[config.mk]
export PLATFORM = sky130hd
export DESIGN_NAME = stack_unit
export DESIGN_NICKNAME = d
export VERILOG_FILES = /design/src/rtl/stack_unit.sv
export SDC_FILE = /design/constraint.sdc
export NUM_CORES = 1
export LEC_CHECK = 0
export BUFFER_PORTS_ARGS = -buffer_cell sky130_fd_sc_hd__buf_2
export CAP_MARGIN = 10
export CORE_AREA = 2 2 113 115
export CTS_CLUSTER_DIAMETER = 50
export CTS_CLUSTER_SIZE = 30
export DETAILED_ROUTE_END_ITERATION = 12
export DIE_AREA = 0 0 115 117
export GPL_TIMING_DRIVEN = 0
export HOLD_SLACK_MARGIN = 0.06
export PLACE_DENSITY = 0.78
export SETUP_SLACK_MARGIN = 0.1
export SLEW_MARGIN = 20
export SYNTH_ARGS = -nofsm -noshare
export SYNTH_HDL_FRONTEND = slang
export SYNTH_SLANG_ARGS = --single-unit
[constraint.sdc]
create_clock -name clk -period 4.65 [get_ports clk]
set_input_delay 0.465 -clock clk [delete_from_list [all_inputs] [get_ports clk]]
set_output_delay 0.465 -clock clk [all_outputs]
set_load 0.01 [all_outputs]
[src/rtl/stack_unit.sv]
// LIFO operand stack for the multicycle core: registered pop data, sticky
// overflow/underflow flags and a combinational peek port for debug.
module stack_unit #(
    parameter int DATA_WIDTH = 8,
    parameter int ADDR_WIDTH = 4
) (
    input  logic                  clk,
    input  logic                  resetN,
    input  logic                  push,
    input  logic                  pop,
    input  logic [DATA_WIDTH-1:0] data_in,
    output logic [DATA_WIDTH-1:0] data_out,
    output logic                  full,
    output logic                  empty,
    output logic [ADDR_WIDTH:0]   count,
    output logic                  overflow,
    output logic                  underflow,
    input  logic                  err_clear,
    input  logic [ADDR_WIDTH-1:0] peek_idx,
    output logic [DATA_WIDTH-1:0] peek_data,
    output logic                  peek_valid
);

    localparam int DEPTH = 2 ** ADDR_WIDTH;
    localparam logic [ADDR_WIDTH:0] CNT_ONE  = {{ADDR_WIDTH{1'b0}}, 1'b1};
    localparam logic [ADDR_WIDTH:0] CNT_FULL = {1'b1, {ADDR_WIDTH{1'b0}}};

    logic [DATA_WIDTH-1:0] mem [DEPTH];

    logic [ADDR_WIDTH:0]   count_nxt;
    logic [ADDR_WIDTH:0]   count_dec;
    logic [ADDR_WIDTH-1:0] top_idx;
    logic [DATA_WIDTH-1:0] data_nxt;
    logic                  overflow_nxt;
    logic                  underflow_nxt;
    logic                  wr_en;
    logic [ADDR_WIDTH-1:0] wr_addr;

    assign full      = (count == CNT_FULL);
    assign empty     = (count == '0);
    assign count_dec = count - CNT_ONE;
    // Only meaningful when not empty; at count==DEPTH the truncation gives DEPTH-1.
    assign top_idx   = count_dec[ADDR_WIDTH-1:0];

    assign peek_data  = mem[top_idx - peek_idx];
    assign peek_valid = ({1'b0, peek_idx} < count);

    always_comb begin
        count_nxt     = count;
        data_nxt      = data_out;
        overflow_nxt  = overflow & ~err_clear;
        underflow_nxt = underflow & ~err_clear;
        wr_en         = 1'b0;
        wr_addr       = count[ADDR_WIDTH-1:0];

        case ({push, pop})
            2'b10: begin
                if (!full) begin
                    wr_en     = 1'b1;
                    wr_addr   = count[ADDR_WIDTH-1:0];
                    count_nxt = count + CNT_ONE;
                end else begin
                    overflow_nxt = 1'b1;
                end
            end
            2'b01: begin
                if (!empty) begin
                    data_nxt  = mem[top_idx];
                    count_nxt = count_dec;
                end else begin
                    underflow_nxt = 1'b1;
                end
            end
            2'b11: begin
                // Replace-top never overflows; on an empty stack it degrades to a push.
                if (!empty) begin
                    data_nxt = mem[top_idx];
                    wr_en    = 1'b1;
                    wr_addr  = top_idx;
                end else begin
                    wr_en         = 1'b1;
                    wr_addr       = '0;
                    count_nxt     = CNT_ONE;
                    underflow_nxt = 1'b1;
                end
            end
            default: ;
        endcase
    end

    always_ff @(posedge clk) begin
        if (!resetN) begin
            count     <= '0;
            data_out  <= '0;
            overflow  <= 1'b0;
            underflow <= 1'b0;
        end else begin
            count     <= count_nxt;
            data_out  <= data_nxt;
            overflow  <= overflow_nxt;
            underflow <= underflow_nxt;
        end
    end

    // Storage is deliberately not reset; a write in a reset cycle is dropped.
    always_ff @(posedge clk) begin
        if (resetN && wr_en) begin
            mem[wr_addr] <= data_in;
        end
    end

endmodule

* After elaboration in Yosys (flattened, before gate mapping) *
Memories as Yosys holds them, arrays and structs flattened. A register that Yosys moved wholly into a read port is not among the register bits.
Index checks and enable logic that the tools add are counted.
W data, S select, Z words.

operators by class
  $add $sub $neg = 3
  $lt $le $gt $ge = 1
  eq/ne operators = 7
  muxes and demuxes = 14
  bitwise logic cells = 4
  reduce and logical (&&, ||, !) cells = 7

operators by type and width
  kind                   number
  $mux W5                3
  $pmux W5 S3            1
  $mux W4                2
  $mux W1                7
  $ne A2 B2 Y1 const B   3
  $add A5 B1 Y5 const B  1
  $eq A5 B5 Y1 const B   1
  $logic_not A5 Y1       1
  $lt A4 B5 Y1           1
  $sub A5 B1 Y5 const B  1
  $eq A2 B2 Y1 const B   2
  $reduce_and A4 Y1      1
  $sub A4 B4 Y4          1
  $reduce_bool A3 Y1     1
  $and A1 B1 Y1          2
  $eq A2 B1 Y1 const B   1
  $not A1 Y1             2
  $pmux W1 S2            1
  $reduce_and A2 Y1      1
  $reduce_or A2 Y1       1
  $logic_and A1 B1 Y1    1
  $logic_not A1 Y1       1

word-level totals
  flip-flop bits (word level) = 7
  RAM bits = 128
  input bits = 17
  word-level logic and storage cells = 40
  memories = 1

memory list
  name  depth  width  read ports  clocked after memory_dff  wr ports  line  source
  mem   16     8      2           1                         1         28    logic [DATA_WIDTH-1:0] mem [DEPTH];

* Logic depth before layout (Yosys ltp) *
Gate-level depths: netlist (run 1).

  depth in word-level cells = 6
  depth in mapped cells = 15
  depth with buffers taken out = 9

* Worst setup path after synthesis (run 1) *
No wires, ideal clock.

  path kind = reg-to-output
  start point = register count[0]
  end point = output port peek_data[6]
  data arrival time = 3864 ps
  setup slack = 321 ps
  cell stages (with the launch flop) = 16
  cell sequence = dfxtp_1 > buf_6 > buf_2 > buf_2 > inv_1 > ha_1 > clkbuf_1 > buf_1 > inv_1 > ha_1 > nor2b_1 > nor2_1 > a31oi_1 > clkbuf_1 > o221ai_1 > a22oi_1

on the way
  word-level cells in the longest chain between the ends = 3

RTL lines
  what                      line  source
  start: declaration        15    output logic [ADDR_WIDTH:0] count,
  start signal: assignment  98    count <= count_nxt;
  $sub A5 B1 Y5             41    assign count_dec = count - CNT_ONE;
  $sub A4 B4 Y4             45    assign peek_data = mem[top_idx - peek_idx];
  $mem_v2 Z16 W8            -
  end: declaration          20    output logic [DATA_WIDTH-1:0] peek_data,

No other way between the ends.

* Final worst setup path (run 1) *
  start point = register count[0]
  end point = output port peek_data[3]

Same word-level chain as after synthesis.

==> results of run 1 <==
==> timing repair <==
action / 4_1_cts / 5_1_grt
setup endpoints to repair: 40 / 8
pin swaps: 1 / 0
resized for setup: 19 / 5
cloned: 0 / 1
buffers inserted: 3 / 0
endpoints found under the hold margin: 0 / 0
==> synthesized netlist by cell type (2+ instances only) <==
library cell,number
a211o_1,8
a211oi_1,2
a21oi_1,27
a22oi_1,9
a31oi_1,6
and3_1,2
buf_2,12
clkbuf_1,17
dfxtp_1,15
edfxtp_1,128
ha_1,9
inv_1,9
mux2_2,2
mux2i_1,2
mux4_2,64
nand2_1,40
nand2b_1,5
nand3_1,2
nand4_1,2
nor2_1,26
nor2b_1,7
nor3_1,2
nor4_1,2
o21ai_0,4
o221ai_1,33
or3_1,4
xnor2_2,2
==> placed cells by master, fill, tap and decap left out, drive strengths merged, types with 2 or more instances in the layout <==
cell / Yosys / routed
nor2: 27 / 27
mux2i: 2 / 2
inv: 10 / 10
or3: 4 / 4
xnor2: 3 / 3
edfxtp: 128 / 128
a31oi: 6 / 6
mux2: 2 / 2
buf: 15 / 57
o221ai: 33 / 33
ha: 9 / 9
dfxtp: 15 / 15
nor2b: 7 / 7
mux4: 64 / 64
a21oi: 27 / 27
nand2: 40 / 40
a211oi: 2 / 2
o21ai: 4 / 4
clkbuf: 17 / 37
a22oi: 10 / 10
nand2b: 5 / 5
nand3: 2 / 2
bufinv: 0 / 4
a211o: 8 / 8
and3: 2 / 2
nand4: 2 / 2
nor3: 3 / 3
clkinv: 1 / 8
nor4: 2 / 2
==> cell families after synthesis <==
family          synth area share, %
compound gates                10.08
xor+xnor                      1.058
fa+ha+maj                     1.839
buf+inv                       2.602
flops                         57.46
mux                           20.58
simple gates                  6.384
==> path summary, 6_finish.rpt <==
kind,start,slack (ns),endpoint
max,count[0],0.27,peek_data[3]
min,resetN,0.32,count[2]
max reg2reg,count[0],1.31,mem[8][4]
min reg2reg,data_out[0],0.47,data_out[0]
==> metrics by stage <==
stage / hold WS, ns / setup WS [ns] / std cells / instance area (sq um) / utilization (%)
floorplan: 0.5079 / 0.3215 / 464 / 7212 / -
global placement: 0.4552 / -0.8563 / 654 / 7600 / 61.73
detailed placement: 0.4509 / -0.9930 / 654 / 7600 / 61.73
CTS: 0.2999 / 0.1005 / 688 / 8285 / 67.30
global route: 0.3284 / 0.1401 / 688 / 8320 / 67.58
finish: 0.3160 / 0.2716 / 688 / 8320 / 67.58
==> layer usage <==
layer,global-route usage (%),vias up
met5,0,-
met3,8.548,75
met1,39.62,2450
li1,-,2050
met2,47.49,353
met4,15.10,0
==> area by class of cell <==
type / instances / area, sq um / area share (%)
Sequential cell: 143 / 4146 / 49.83
Multi-Input combinational cell: 278 / 2930 / 35.22
Clock buffer: 20 / 436.7 / 5.248
Timing Repair Buffer: 44 / 247.7 / 2.977
Tap cell: 150 / 187.7 / 2.256
Clock inverter: 12 / 167.7 / 2.015
Buffer: 30 / 161.4 / 1.940
Inverter: 11 / 42.54 / 0.5113
==> registers in the layout, summed over array words and instances (netlist names) <==
register and flops:
underflow 1, data_out 8, mem 128, count 5
overflow 1
==> power by group through the flow <==
| stage | Sequential, mW | Clock (mW) | Combinational [mW] |
|---|---|---|---|
| floorplan | 1.49 | 0 | 0.879 |
| global placement | 1.49 | 0 | 1.27 |
| detailed placement | 1.49 | 0 | 1.30 |
| CTS | 1.46 | 1.41 | 1.36 |
| global route | 1.47 | 1.46 | 1.48 |
| finish | 1.47 | 1.41 | 1.41 |
==> impl_metrics.yaml, run 1 <==
logic_synthesis:
  synth_seq_cells: 143
  yosysWarnings: 0
  synth_ff_type: "edfxtp_1"
  syn_inst: 464
  async_flop_share_pct: 0
  synth_nets: 491
  yosysSeqAreaShare_pct: 57.46
  syn_area_per_cell_sq_um: 15.54
  synth_top_area_share_pct: 53.30
  synth.distinct_cells: 50
  yosysTopAreaCell: "edfxtp_1"
  synth_enable_flop_cells: 128
  netlist_area_sq_um: 7212
  ys_top_cells_by_area: "edfxtp_1 53%, mux4_2 20%, dfxtp_1 4.2%, o221ai_1 4.0%, nand2_1 2.1%"
floorplan:
  num_rows: 41
  die_w_um: 115
  num_io_pins: 43
  dieArea_sq_um: 13460
  initial_core_util_pct: 58.58
  die_y_um: 117
  placeableCoreArea_sq_um: 12310
worst_setup_path:
  worstPathArrival_ns: 3.91
  slowest_delay_ns: 0.68
  critPathSlowestCell: "fa_1"
  crit_type: "register to output port"
  worstPathRequired_ns: 4.18
  crit_fanout: 13
  start_kind: "register"
  cp_num_cells: 9
  cp-end-kind: "output port"
  crit_family: "buffers and inverters"
  crit_chain: "buf_12 -> inv_1 -> ha_2 -> fa_1 -> clkbuf_1 -> mux4_2 -> o221ai_1 -> a22oi_1 -> buf_2"
  path_buf_inv: 4
  reg2reg_depth: 10
grt:
  grt_pass1_wl_mm: 28.48
  grt_overflow: 0
  grt_pass1_vias: 4740
  grt_max_degree: 17
  antenna_found_initial: 0
  grt.total_usage_pct: 30.33
timing:
  period_needed_ns: 4.378
  hold_violations: 0
  max_slew_margin_pct: 38.11
  finalClockSkew_ns: 0.01448
  rsz0062_at_grt: "false"
  setup_viol: 0
  setup_tns_ns: 0
  max_slew.worst_pin.slew_ns: 0.9249
  layout_worst_path_cycle_share_pct: 94.16
  fmax_ghz: 0.2284
  drv_slew: 0
placement:
  io_buffers: 40
  place_congestion: 0.9150
  post-dp-hpwl_mm: 13.01
cells_and_area:
  fill_cells: 828
  syn_to_final_growth_pct: 15.37
  final_nets: 552
  n_antenna_cell: 0
  drive_gt1_share_pct: 32.34
detailed_routing:
  antenna_left: 0
  dr_wl_met2_mm: 9.349
  drc: 0
  drt_iter0_drc: 727
  wirelength_mm: 19.36
  vias: 4928
  met1_length_mm: 6.997
  wl_per_cell_um: 28.13
  top_layer_used: "met4"
  avgViaCountPerCell: 7.163
  first_pass_iters: 7
  wl_met3_mm: 2.181
power:
  leakage_nw: 2.859
  seq_power_share_pct: 34.2
  p_switching_mw: 1.379
  clockPowerShare_pct: 32.8
  ir_worst_vdd_v: 0.0003347
  swShare_pct: 32.19
  p_per_area_nw_per_um2: 515.0
  p_int_mw: 2.906
  report.power.total_mw: 4.285
  combinationalPowerShare_pct: 33.0
cts:
  clock_latency_ns: 0.44
  cts_hold_buffers: 0
  cts_tree: "done"
  h-tree-depth: 4
  clkSinkCount: 143
  cts.path.max_buffers: 2
  path_clk_slew_ns: 0.06
  numCtsBuffers: 17
  root_buffer: "clkbuf_16"
flow_run:
  drv_cap: 0
min_path:
  hp-class: "primary input to register"
  holdPathStages: 2
run_status:
  status: "finished clean"
No activity file was read; power rests on OpenSTA's default activity.
==> run 2, diff against run 1 <==
--- a/config.mk
+++ b/config.mk
@@ -5,16 +5,17 @@
 export SDC_FILE = /design/constraint.sdc
 export NUM_CORES = 1
 export LEC_CHECK = 0
+export ABC_AREA = 1
 export BUFFER_PORTS_ARGS = -buffer_cell sky130_fd_sc_hd__buf_2
 export CAP_MARGIN = 10
-export CORE_AREA = 2 2 113 115
+export CORE_AREA = 2 2 118 120
 export CTS_CLUSTER_DIAMETER = 50
 export CTS_CLUSTER_SIZE = 30
 export DETAILED_ROUTE_END_ITERATION = 12
-export DIE_AREA = 0 0 115 117
+export DIE_AREA = 0 0 120 122
 export GPL_TIMING_DRIVEN = 0
 export HOLD_SLACK_MARGIN = 0.06
-export PLACE_DENSITY = 0.78
+export PLACE_DENSITY = 0.77
 export SETUP_SLACK_MARGIN = 0.1
 export SLEW_MARGIN = 20
 export SYNTH_ARGS = -nofsm -noshare
==> run 2 against run 1 <==
Against the previous run: sequential power about the same; hold slack got worse by 0.024 ns; wire length grew 24%.
==> impl_metrics.yaml, run 2 <==
logic_synthesis:
  synth_seq_cells: 143
  synth_compound_area_share_pct: 10.46
  synth_enable_flop_cells: 128
  synth_top_area_share_pct: 48.75
  synth_xor_area_share_pct: 0.6666
  yosysWarnings: 0
  netlist_area_sq_um: 7884
  synth.mux.area_fraction_pct: 0
  yosysTopAreaCell: "edfxtp_1"
  synth_most_common_cell: "nand2_1"
  ys_top_cells_by_area: "edfxtp_1 49%, nand2_1 13%, nand3_1 8.0%, inv_1 6.5%, o21ai_0 4.4%"
  synth_fa_ha_area_share_pct: 1.682
  synth.distinct_cells: 32
  async_flop_share_pct: 0
  synth-simple-area-share_pct: 24.82
  yosysSeqAreaShare_pct: 52.56
  synth_ff_type: "edfxtp_1"
  synth_top_family_by_area: "simple AND/OR/NAND/NOR gates"
  syn_area_per_cell_sq_um: 8.111
  synth_common_cells: "267 x nand2_1, 137 x inv_1, 128 x edfxtp_1"
  syn_inst: 972
  synth_nets: 999
cells_and_area:
  final_nets: 1058
  stdcell_area_sq_um: 8912
  regMostFlops: "mem"
  drive_gt1_share_pct: 10.44
  final_cell_mix: "267 x nand2_1, 137 x inv_1, 128 x edfxtp_1"
  n_antenna_cell: 0
  largestRegisters: "mem x128, data_out x8, count x5"
  layout_commonest_cell: "nand2_1"
  largest_reg_flops: 128
  syn_to_final_growth_pct: 13.05
floorplan:
  placeableCoreArea_sq_um: 13500
  num_io_pins: 43
  initial_core_util_pct: 58.38
  dieArea_sq_um: 14640
  num_rows: 43
  die_w_um: 120
  die_y_um: 122
power:
  ir_worst_vdd_v: 0.0002931
  p_int_mw: 2.932
  seq_power_share_pct: 29.3
  clockPowerShare_pct: 26.7
  p_per_area_nw_per_um2: 567.8
  leakage_nw: 4.032
  swShare_pct: 42.07
  combinationalPowerShare_pct: 44.0
  p_switching_mw: 2.129
run_status:
  status: "finished clean"
detailed_routing:
  wl_per_cell_um: 19.65
  avgViaCountPerCell: 5.858
  drt_iter0_drc: 931
  antenna_left: 0
  wirelength_mm: 24.05
  drc: 0
  vias: 7170
  first_pass_iters: 6
timing:
  max_slew.worst_pin.slew_ns: 0.8860
  finalClockSkew_ns: 0.006108
  period_needed_ns: 4.387
  layout_worst_path_cycle_share_pct: 94.34
  whs_ns: 0.2916
  setup_tns_ns: 0
  rsz0062_at_grt: "false"
  drv_slew: 0
  setup_viol: 0
  hold_violations: 0
  max_slew_margin_pct: 40.72
  timing.final.ws_setup_ns: 0.2633
  fmax_ghz: 0.2280
cts:
  clock_latency_ns: 0.43
  numCtsBuffers: 17
  clkSinkCount: 143
  path_clk_slew_ns: 0.06
  cts_tree: "done"
  post_cts.repair.setup_buffers: 0
  root_buffer: "clkbuf_16"
  h-tree-depth: 4
  cts_hold_buffers: 0
  cts.path.max_buffers: 2
placement:
  place_congestion: 1.016
  place_area_sq_um: 8314
  io_buffers: 41
  place_ws_ns: 0.4000
  post-dp-hpwl_mm: 16.45
grt:
  grt_max_degree: 18
  antenna_found_initial: 0
  grt_pass1_wl_mm: 36.40
  grt_overflow: 0
  grt.total_usage_pct: 33.93
  grt_pass1_vias: 6689
flow_run:
  drv_cap: 0
worst_setup_path:
  crit_fanout: 17
  r2r-start: "count[0]"
  critPathSlowestCell: "dfxtp_1"
  crit_family: "buffers and inverters"
  crit_chain: "inv_2 -> ha_1 -> fa_1 -> clkbuf_1 -> inv_1 -> buf_1 -> a21oi_1 -> o21ai_0 -> nand2_1 -> nand2_1 -> nand2_1 -> nand3_1 -> nand2_1 -> buf_2"
  path_buf_inv: 5
  slowest_delay_ns: 0.51
  worstPathArrival_ns: 3.92
  critical_path.startpoint: "count[0]"
  cp-end-kind: "output port"
  cp_common_cell: "nand2_1"
  worstPathRequired_ns: 4.18
  crit_type: "register to output port"
  start_kind: "register"
min_path:
  hp-class: "primary input to register"
  hp-start: "err_clear"
## run 2: logic make-up (layout without fill, tap and decap cells)
family	count (synthesis)	after routing
AOI/OAI and AO/OA	155	155
xor gates and xnor gates	3	3
adders and majority gates	10	10
buffers and inverters	194	266
DFF	143	143
and+or+nand+nor	467	467
## run 2: what timing repair did
| action | in CTS | in global routing |
|---|---|---|
| hold endpoints to repair | 0 | 0 |
| setup endpoints to repair | 8 | 0 |
| gates resized for setup | 1 | 0 |
## run 2: power by group through the flow
stage          Combinational [mW]  Sequential (mW)  Clock (mW)
2_1_floorplan                1.36             1.52           0
3_3_place_gp                 2.08             1.51           0
3_5_place_dp                 2.10             1.51           0
4_1_cts                      2.13             1.48        1.35
5_1_grt                      2.39             1.49        1.40
6_report                     2.22             1.48        1.35
## run 2: worst register-to-register path: stages, from the launching register on
cell and delay (ns):
dfxtp_1 0.51, inv_2 0.24, ha_1 0.40, xnor2_2 0.54
o22ai_2 0.27, inv_1 0.13, nand3_1 0.14, nor2_1 0.73
## run 2: per-stage QoR
step,power [mW],instances,utilization (%)
after floorplan,2.879,972,-
after global placement,3.590,1193,61.57
after detailed placement,3.609,1193,61.57
after CTS,4.969,1224,66.00
after global routing,5.277,1224,66.00
final,5.060,1224,66.00
## run 2: final cells by class
cell class	instances	area (sq um)
repair buffers	41	205.2
well taps	180	225.2
plain buffers	50	232.7
inverters	143	536.8
multi-input cells	635	2974
flip-flops and latches	143	4144
fillers	1138	4592
clock inverters	6	40.04
clock buffers	26	554.3
## run 2: path summary, 6_finish.rpt
check	to	slack [ns]	cells past startpoint
min reg2reg	overflow	0.46	2
min	overflow	0.29	4
max reg2reg	mem[8][2]	1.32	7
max	peek_data[6]	0.26	14
## run 2: layer usage
| layer | global-route usage, % | share of wire (%) | vias to the layer above |
|---|---|---|---|
| met5 | 0 | 0 | - |
| met4 | 18.53 | 4.9 | 0 |
| met3 | 8.287 | 12 | 96 |
| met2 | 53.98 | 46 | 494 |
| met1 | 42.91 | 37 | 3271 |
| li1 | - | - | 3309 |
==> run 3, diff against run 2 <==
--- a/config.mk
+++ b/config.mk
@@ -5,17 +5,16 @@
 export SDC_FILE = /design/constraint.sdc
 export NUM_CORES = 1
 export LEC_CHECK = 0
-export ABC_AREA = 1
 export BUFFER_PORTS_ARGS = -buffer_cell sky130_fd_sc_hd__buf_2
 export CAP_MARGIN = 10
-export CORE_AREA = 2 2 118 120
+export CORE_AREA = 2 2 113 115
 export CTS_CLUSTER_DIAMETER = 50
 export CTS_CLUSTER_SIZE = 30
 export DETAILED_ROUTE_END_ITERATION = 12
-export DIE_AREA = 0 0 120 122
+export DIE_AREA = 0 0 115 117
 export GPL_TIMING_DRIVEN = 0
 export HOLD_SLACK_MARGIN = 0.06
-export PLACE_DENSITY = 0.77
+export PLACE_DENSITY = 0.79
 export SETUP_SLACK_MARGIN = 0.1
 export SLEW_MARGIN = 20
 export SYNTH_ARGS = -nofsm -noshare
==> run 3 against run 2 <==
Against the previous run: via count is 30% lower; utilization is 1.9 points higher; critical path depth is 5 lower; clock power is 7% higher; register-to-register slack worse by 0.24 ns; first-iteration DRC count is 30% lower; die area is 8.1% lower; combinational power is 35% lower; flip-flop and latch count stayed put; largest power group is now sequential cells.
==> impl_metrics.yaml, run 3 (same netlist as run 1, synthesis figures left out) <==
cts:
  clock_latency_ns: 0.43
  h-tree-depth: 4
  numCtsBuffers: 17
  root_buffer: "clkbuf_16"
  cts_tree: "done"
  clkSinkCount: 143
  cts.path.max_buffers: 2
  path_clk_slew_ns: 0.06
  cts_hold_buffers: 0
worst_setup_path:
  path_buf_inv: 4
  slowest_delay_ns: 0.66
  crit_chain: "buf_12 -> inv_1 -> ha_2 -> fa_1 -> clkbuf_1 -> mux4_2 -> o221ai_1 -> a22oi_1 -> buf_2"
  cp-end-kind: "output port"
  worstPathRequired_ns: 4.18
  crit_family: "buffers and inverters"
  start_kind: "register"
  critPathSlowestCell: "fa_1"
  worstPathArrival_ns: 3.92
  crit_type: "register to output port"
  crit_fanout: 25
timing:
  layout_worst_path_cycle_share_pct: 94.35
  fmax_ghz: 0.2279
  setup_viol: 0
  whs_ns: 0.3252
  finalClockSkew_ns: 0.008034
  setup_tns_ns: 0
  period_needed_ns: 4.387
  max_slew_margin_pct: 33.01
  drv_slew: 0
  timing.final.ws_setup_ns: 0.2629
  max_slew.worst_pin.slew_ns: 1.001
  hold_violations: 0
  rsz0062_at_grt: "false"
floorplan:
  placeableCoreArea_sq_um: 12310
  num_rows: 41
  initial_core_util_pct: 58.58
  dieArea_sq_um: 13460
  die_w_um: 115
  die_y_um: 117
  num_io_pins: 43
grt:
  grt_max_degree: 17
  grt.total_usage_pct: 31.31
  grt_pass1_wl_mm: 29.33
  antenna_found_initial: 0
  grt_overflow: 0
  grt_pass1_vias: 4878
cells_and_area:
  largestRegisters: "mem x128, data_out x8, count x5"
  n_antenna_cell: 0
  largest_reg_flops: 128
  final_nets: 554
  layout_commonest_cell: "edfxtp_1"
  regMostFlops: "mem"
  drive_gt1_share_pct: 32.28
  final_cell_mix: "128 x edfxtp_1, 64 x mux4_2, 50 x buf_2"
  syn_to_final_growth_pct: 15.84
  fill_cells: 852
placement:
  place_congestion: 0.9714
  post-dp-hpwl_mm: 13.39
  place_ws_ns: -0.9715
  io_buffers: 40
power:
  report.power.total_mw: 4.356
  p_int_mw: 2.970
  clockPowerShare_pct: 33.2
  ir_worst_vdd_v: 0.0002987
  leakage_nw: 2.872
  seq_power_share_pct: 33.7
  p_per_area_nw_per_um2: 521.4
  p_switching_mw: 1.386
  combinationalPowerShare_pct: 33.1
  swShare_pct: 31.82
flow_run:
  drv_cap: 0
detailed_routing:
  drt_iter0_drc: 656
  vias: 5002
  drc: 0
  avgViaCountPerCell: 7.260
  first_pass_iters: 8
  wirelength_mm: 19.71
  antenna_left: 0
  wl_per_cell_um: 28.60
run_status:
  status: "finished clean"
min_path:
  hp-class: "primary input to register"
run 3: per-stage QoR:
stage	cell area, sq um	cells	utilization [%]
floorplan	7212	464	-
global placement	7600	654	61.73
detailed placement	7600	654	61.73
CTS	8318	688	67.56
global route	8354	689	67.86
finish	8354	689	67.86
run 3: power groups by stage:
stage / Combinational [mW] / Sequential [mW] / Clock [mW]
after global placement: 1.27 / 1.49 / 0
final: 1.44 / 1.47 / 1.45
after detailed placement: 1.30 / 1.49 / 0
after floorplan: 0.879 / 1.49 / 0
after CTS: 1.37 / 1.46 / 1.46
after global routing: 1.51 / 1.47 / 1.51
run 3: routing by layer:
layer	up-vias	global-route usage (%)	part of all wire [%]
met1	2493	40.55	36
met2	380	50.78	49
li1	2056	-	-
met5	-	0	0
met4	0	14.06	3.8
met3	73	7.981	11
run 3: cell type report:
type	instances	area [sq um]	share of cell area (%)
timing repair buffer	46	245.2	2.935
multi-input combinational	278	2938	35.17
sequential	143	4145	49.62
tap	150	187.7	2.247
inverter	11	42.54	0.5092
clock buffer	18	429.2	5.137
buffer	30	171.4	2.052
clock inverter	13	195.2	2.336
run 3: what timing repair did:
| item | CTS | global route |
|---|---|---|
| endpoints found under the hold margin | 0 | 0 |
| buffers inserted | 4 | 2 |
| setup endpoints to repair | 32 | 8 |
| gates resized for setup | 21 | 9 |
| pin swaps | 0 | 1 |
run 3: path summary, 6_finish.rpt:
kind,startpoint,end,slack [ns],cells past startpoint
setup / recovery,count[0],peek_data[3],0.26,9
hold reg to reg,data_out[7],data_out[7],0.47,1
hold / removal,resetN,count[2],0.33,2
setup reg to reg,count[0],mem[7][2],1.08,10
